<file path="src/rtl/apr_ifetch_seq.sv">
// APR instruction fetch/decode sequencer: fetches a word, holds the IR for
// DECODE_WAIT cycles, pulses decode_go, then waits for exec_done.
// Optional macro APR_SINGLE_INST_EN adds input cont and single-steps.
// Ports: clk, reset (async, active-low), start/stop/pc_load/pc_in control,
// mem_rq/mem_addr/mem_ack/mem_data memory, ir/ir_y/ir_uuo/ir_iot decode,
// decode_go/exec_done/exec_skip/exec_jump/jump_addr execute, pc, run.
module apr_ifetch_seq #(
    parameter int unsigned DECODE_WAIT = 2,
    parameter logic [17:0] PC_RESET    = 18'o000000
) (
    input  logic        clk,
    input  logic        reset,
    input  logic        start,
    input  logic        stop,
`ifdef APR_SINGLE_INST_EN
    input  logic        cont,
`endif
    input  logic        pc_load,
    input  logic [17:0] pc_in,
    output logic        mem_rq,
    output logic [17:0] mem_addr,
    input  logic        mem_ack,
    input  logic [0:35] mem_data,
    output logic [0:17] ir,
    output logic [0:17] ir_y,
    output logic        ir_uuo,
    output logic        ir_iot,
    output logic        decode_go,
    input  logic        exec_done,
    input  logic        exec_skip,
    input  logic        exec_jump,
    input  logic [17:0] jump_addr,
    output logic [17:0] pc,
    output logic        run
);

    typedef enum logic [2:0] {
        S_IDLE,
        S_FETCH,
        S_DECODE,
        S_DISPATCH,
        S_EXEC
    } state_t;

    state_t      state_q, state_d;
    logic [17:0] pc_q, pc_d;
    logic        stop_q, stop_d;
    logic [3:0]  cnt_q;
    logic [0:17] ir_q, iry_q;
    logic        uuo_q, iot_q;
    logic        rq_q, go_q, run_q;
    logic        resume;
    logic        halt;
    logic        ir_ld;

`ifdef APR_SINGLE_INST_EN
    assign resume = start | cont;
    assign halt   = 1'b1;
`else
    assign resume = start;
    assign halt   = stop_q | stop;
`endif

    assign ir_ld = (state_q == S_FETCH) & mem_ack;

    always_comb begin
        state_d = state_q;
        pc_d    = pc_q;
        stop_d  = stop_q;
        unique case (state_q)
            S_IDLE: begin
                if (pc_load) pc_d = pc_in;
                if (resume) state_d = S_FETCH;
            end
            S_FETCH: begin
                if (mem_ack) begin
                    pc_d    = pc_q + 18'd1;
                    state_d = S_DECODE;
                end
            end
            S_DECODE: begin
                if (cnt_q <= 4'd1) state_d = S_DISPATCH;
            end
            S_DISPATCH: state_d = S_EXEC;
            S_EXEC: begin
                if (exec_done) begin
                    if (exec_jump)
                        pc_d = jump_addr;
                    else if (exec_skip)
                        pc_d = pc_q + 18'd1;
                    state_d = halt ? S_IDLE : S_FETCH;
                end
            end
            default: state_d = S_IDLE;
        endcase
        // stop is remembered until the machine next parks in IDLE
        if (state_q != S_IDLE && stop) stop_d = 1'b1;
        if (state_d == S_IDLE) stop_d = 1'b0;
    end

    always_ff @(posedge clk or negedge reset) begin
        if (!reset) begin
            state_q <= S_IDLE;
            pc_q    <= PC_RESET;
            stop_q  <= 1'b0;
            cnt_q   <= 4'd0;
            ir_q    <= '0;
            iry_q   <= '0;
            uuo_q   <= 1'b0;
            iot_q   <= 1'b0;
            rq_q    <= 1'b0;
            go_q    <= 1'b0;
            run_q   <= 1'b0;
        end else begin
            state_q <= state_d;
            pc_q    <= pc_d;
            stop_q  <= stop_d;
            if (ir_ld) begin
                ir_q  <= mem_data[0:17];
                iry_q <= mem_data[18:35];
                uuo_q <= (mem_data[0:2] == 3'b000);
                iot_q <= (mem_data[0:2] == 3'b111);
                cnt_q <= 4'(DECODE_WAIT);
            end else if (state_q == S_DECODE) begin
                cnt_q <= cnt_q - 4'd1;
            end
            // outputs registered from the next state so they align with it
            rq_q  <= (state_d == S_FETCH);
            go_q  <= (state_d == S_DISPATCH);
            run_q <= (state_d != S_IDLE);
        end
    end

    assign mem_rq    = rq_q;
    assign mem_addr  = pc_q;
    assign ir        = ir_q;
    assign ir_y      = iry_q;
    assign ir_uuo    = uuo_q;
    assign ir_iot    = iot_q;
    assign decode_go = go_q;
    assign pc        = pc_q;
    assign run       = run_q;

endmodule
</file>
<file path="config.mk">
export PLATFORM = sky130hd
export DESIGN_NAME = apr_ifetch_seq
export DESIGN_NICKNAME = d
export VERILOG_FILES = /design/src/rtl/apr_ifetch_seq.sv
export SDC_FILE = /design/constraint.sdc
export NUM_CORES = 1
export LEC_CHECK = 0
export BUFFER_PORTS_ARGS = -buffer_cell sky130_fd_sc_hd__clkbuf_2
export CAP_MARGIN = 40
export CORE_ASPECT_RATIO = 1.5
export CORE_UTILIZATION = 42
export DETAILED_ROUTE_END_ITERATION = 10
export PLACE_DENSITY = 0.76
export SLEW_MARGIN = 20
export SYNTH_ARGS = -nofsm -noshare
export SYNTH_HDL_FRONTEND = slang
export SYNTH_SLANG_ARGS = --single-unit
</file>
<file path="constraint.sdc">
create_clock -name clk -period 1.75 [get_ports clk]
set_input_delay 0.35 -clock clk [delete_from_list [all_inputs] [get_ports clk]]
set_output_delay 0.35 -clock clk [all_outputs]
set_load 0.005 [all_outputs]
</file>
---- After elaboration in Yosys (flattened, before gate mapping) ----
Cells that the tools add are included.
operators by class
  reduce and logical (&&, ||, !) cells .... 10
  order comparisons ....................... 1
  $add $sub $neg .......................... 2
  mux-type cells .......................... 16
  $mul .................................... 0
  eq/ne operators ......................... 11
  div/mod/pow operators ................... 0
  bitwise operators ....................... 2
  shift-type cells ........................ 0
operators by type and width
  kind                     number
  $mux W18                 5
  $pmux W18 S3             1
  $add A18 B1 Y18 const B  1
  $pmux W3 S5              1
  $mux W3                  4
  $eq A3 B2 Y1 const B     3
  $logic_not A3 Y1         3
  $reduce_bool A3 Y1       3
  $mux W4                  2
  $eq A3 B1 Y1 const B     2
  $eq A3 B3 Y1 const B     2
  $ne A2 B2 Y1 const B     3
  $reduce_and A5 Y1        1
  $le A4 B1 Y1 const B     1
  $reduce_bool A2 Y1       2
  $sub A4 B1 Y4 const B    1
  $mux W1                  3
  $ne A3 B3 Y1 const B     1
  $and A1 B1 Y1            1
  $logic_and A1 B1 Y1      1
  $or A1 B1 Y1             1
storage, ports and cells
  word-level logic and storage cells ...... 53
  memory bits (read-only) ................. 0
  output and inout bits ................... 77
  memories ................................ 0
  bits of input ports ..................... 81
  bits in latches ......................... 0
  register bits ........................... 67
  memory bits (writable) .................. 0

---- Depth between registers and ports, before layout ----
  word-level depth ........................ 6
  mapped depth ............................ 7
  mapped depth without buffers ............ 6

---- Worst setup path after synthesis ----
No wires, ideal clock.
  path type ............................... register -> register
  start point ............................. register state_q[2]
  end point ............................... register pc_q[3] (netlist: mem_addr[3])
  library setup time ...................... 0.130 ns
  setup slack ............................. 0.022 ns
  clock period less this slack ............ 1.728 ns
  cell stages (with the launch flop) ...... 8
  data required time ...................... 1.620 ns
  arrival time ............................ 1.598 ns
  buffers on the path ..................... 3
  cells stage by stage .................... dfrtp_1 > buf_2 > nand2b_1 > a21o_1 > buf_2 > buf_2 > a222oi_1 > o21ai_0
on the way
  longest elaborated chain between the ends .. 3
  elaborated cells on any way between the ends .. 10
  classes of those cells .................. eq/ne (6); mux (1); reduce/logical (3)
ends and longest elaborated chain
  item                                                         line  RTL
  start: declaration                                           45    state_t state_q, state_d;
  start signal: assignment                                     115   state_q <= state_d;
  $eq A3 B3 Y1, or another cell as far along                   70    unique case (state_q)
  $ne A3 B3 Y1 (no source line), or another cell as far along  n/a
  $reduce_and A5 Y1 (no source line)                           n/a
  end signal: assignment                                       116   pc_q <= pc_d;
  end: declaration                                             46    logic [17:0] pc_q, pc_d;
Several ways; a longest one is shown, not always the timed one.
A chain may end at the register's enable or synchronous reset.

---- Final worst setup path ----
  start point ............................. register state_q[2]
  end point ............................... register pc_q[13] (netlist: mem_addr[13])
Same word-level chain as after synthesis.

==> results.md <==
- Status: finished with violations
- Failing checks: setup timing
- Core Region: 0.00771 mm2
- Num CTS Buffers: 9
- GP Congestion: 0.913
- Slowest stage cell, crit path: dfrtp_2
- Post-synth EDFFs: 0
- Crit-path max cell delay: 0.44 ns
- Site Rows: 39
- Final Hold Fails: 0
- TritonCTS clock tree: done
- CP startpoint kind: flop
- Met3 wire len: 789 um
- Post-route DRC: 0
- Detailed-route wire length per cell: 15.5 um
- Vias in the first global route: 3413
- Syn_area_per_cell: 8.79 um2
- Hold buffers post-CTS: 0
- Primary FF master, synth: dfrtp_1
- RSZ-0062 raised after global routing: yes
- Clk_lat worst skew: 0.32 ns
- Commonest cells post-synth: nand2_1, dfrtp_1, o21ai_0
- Die X: 75.2 um
- Internal Dissipation: 5.70 mW
- WP data required: 1.95 ns
- Initial antenna violation count: 0
- Clock tree skew after final layout: 0.00530 ns
- Die area: 0.00840 mm2
- Ys Warns: 0
- Critical path endpoint category: flop
- Crit path DAT: 2.00 ns
- Clock tree buffer depth: 2
- Met2 WL: 5360 um
- Max-cap violations: 0
- Highest metal used: met4
- Max Slew Vio Count: 0
- Yosys cell types: 52
- Crit path max-delay family: simple AND/OR/NAND/NOR gates
- Starting Density: 43.8%
- Worst-path cell chain: or3b_4, buf_6, nor2_4, or3_4, clkbuf_16, o21ai_0, o21ai_1
- Clock share of power: 20.6%
- Synth top area share: 49.7%
- Area Growth Syn to Fin: 45.3%
- Finished Layout Cells: 657
- Tcrit/Tclk final: 103%
- Worst hold path type: in2async
- Rel. slew slack: 70.8%
- Largest net degree at the start of global routing: 68
- Worst-path clk slew: 0.06 ns
- Post-Synthesis Cells: 384
- Post-synth top area cell: dfrtp_1
- 1st-pass router iterations: 5
- Layout cell share with drive strength beyond 1: 42.2%
- Kind of critical path: reg2reg
- I/O Buffers: 157
- CTS H-tree depth: 3
- Metal-1 WL: 3820 um
- Sink Count: 67
- Logic gate share of total power: 47.6%
- First-pass GRT wire length: 15000 um
- LEAKAGE: 2.57 nW
- Tot Pwr: 9.24 mW
- Cell Area, Synth: 0.00337 mm2
- Fin worst setup slack: -0.0465 ns
- Via count: 3564
- DRT iter0 DRCs: 170
- Sequential fraction of the synthesis area: 49.7%
- Minimum clock period: 1.80 ns
- Ant diodes: 0
- Top-count cell post-synth: nand2_1
- Actual slew at the worst max-slew pin: 0.436 ns
- Maximum vdd ir drop: 900 uV
- Via density: 5.42
- Gr usage total: 23.2%
- Final WL: 10200 um
- Crit path max fanout: 6
- Final Setup Violations: 6
- Pwr dens: 1890 mW/mm2
- Buf/Inv on CP: 2
- Top Ports: 158
- FFs w/ async S/R, synth: 100%
- Final setup TNS: -0.163 ns
- DP Cell Count: 634
- Flop pwr share: 31.8%
- Syn Nets: 468
- DP HPWL: 6970 um
- Setup WS pre-CTS: -0.0711 ns
- Post-DRT Antenna Nets: 0
- Die span in y: 112 um
- Grt ovf: 0
- Nets@finish: 634
- Psw: 3.55 mW
- Max Clk Rate: 557 MHz
- Yosys reg bits: 67
- Clk root buf: clkbuf_16
- Switching Fraction: 38.4%
- Largest cells by area after synthesis: dfrtp_1, nand2_1, buf_4, o21ai_0, nor2_1
cell type report:
cell class,count,area (um2)
fillers,629,2810
flip-flops and latches,67,1680
multi-input cells,274,1570
repair buffers,195,1200
clock buffers,9,225
well taps,102,128
clock inverters,7,92.6
inverters,3,11.3
what timing repair did:
| action | 4_1_cts | 5_1_grt |
|---|---|---|
| pin swaps | 1 | 5 |
| setup endpoints to repair | 9 | 19 |
| resized for setup | 11 | 24 |
| buffers inserted | 0 | 5 |
| cloned | 0 | 2 |
logic make-up (layout without fill, tap and decap cells):
logic type / Yosys count / in the layout / share of synthesized area (%)
and+or+nand+nor: 189 / 189 / 24.4
xor gates and xnor gates: 3 / 3 / 0.779
DFF: 67 / 67 / 49.7
muxes: 2 / 2 / 0.593
AOI/OAI and AO/OA: 77 / 77 / 16.0
adders and majority gates: 3 / 3 / 1.11
buffers and inverters: 43 / 214 / 7.42
cells in the final DEF, fill, tap and decap left out, drive strengths merged, types with 4 or more instances in the layout:
cell type,n
nand3,7
nor4,7
nor2,18
nor3,4
buf,37
nand2,129
a31oi,4
a21oi,6
a222oi,4
a221oi,6
nand4,4
a22o,7
o21ai,27
clkbuf,167
a21o,4
dfrtp,67
sequential cells by signal, summed over array words and instances (netlist names):
signal     count
ir            18
state_q        3
decode_go      1
mem_rq         1
run            1
ir_iot         1
ir_y          18
mem_addr      18
stop_q         1
ir_uuo         1
cnt_q          4
through the flow:
| step | utilization, % | area (um2) | hold slack [ns] |
|---|---|---|---|
| CTS | 61.4 | 4740 | 0.0517 |
| global route | 63.6 | 4900 | 0.0765 |
| global placement | 56.6 | 4360 | 0.397 |
| finish | 63.6 | 4900 | 0.0140 |
| floorplan | - | 3370 | 0.0544 |
| detailed placement | 56.6 | 4360 | 0.402 |
worst paths after layout:
| path | startpoint | endpoint | slack, ns | depth (start not counted) |
|---|---|---|---|---|
| max | state_q[2]$_DFF_PN0_ | mem_addr[13]$_DFFE_PN0P_ | -0.05 | 7 |
| min | reset | mem_addr[10]$_DFFE_PN0P_ | 0.01 | 2 |
| max reg2reg | state_q[2]$_DFF_PN0_ | mem_addr[13]$_DFFE_PN0P_ | -0.05 | 7 |
| min reg2reg | ir[13]$_DFFE_PN0P_ | ir[13]$_DFFE_PN0P_ | 0.47 | 2 |
| max in group asynchronous | reset | state_q[2]$_DFF_PN0_ | 1.37 | 2 |
| min in group clk | mem_data[3] | ir[3]$_DFFE_PN0P_ | 0.22 | 3 |
per-layer routing:
metal / vias up / track usage [%]
met2: 198 / 42.2
li1: 1646 / -
met5: - / 0
met4: 0 / 10.1
met1: 1704 / 24.6
met3: 16 / 5.34
power by group through the flow:
stage | sequential (mW) | clock, mW | combinational, mW
3_3_place_gp | 2.87 | 0 | 3.76
5_1_grt | 3.03 | 2.00 | 4.83
4_1_cts | 2.90 | 1.94 | 3.98
3_5_place_dp | 2.91 | 0 | 3.89
2_1_floorplan | 2.89 | 0 | 2.23
6_report | 2.94 | 1.91 | 4.40
(Power assumes the default switching activity.)
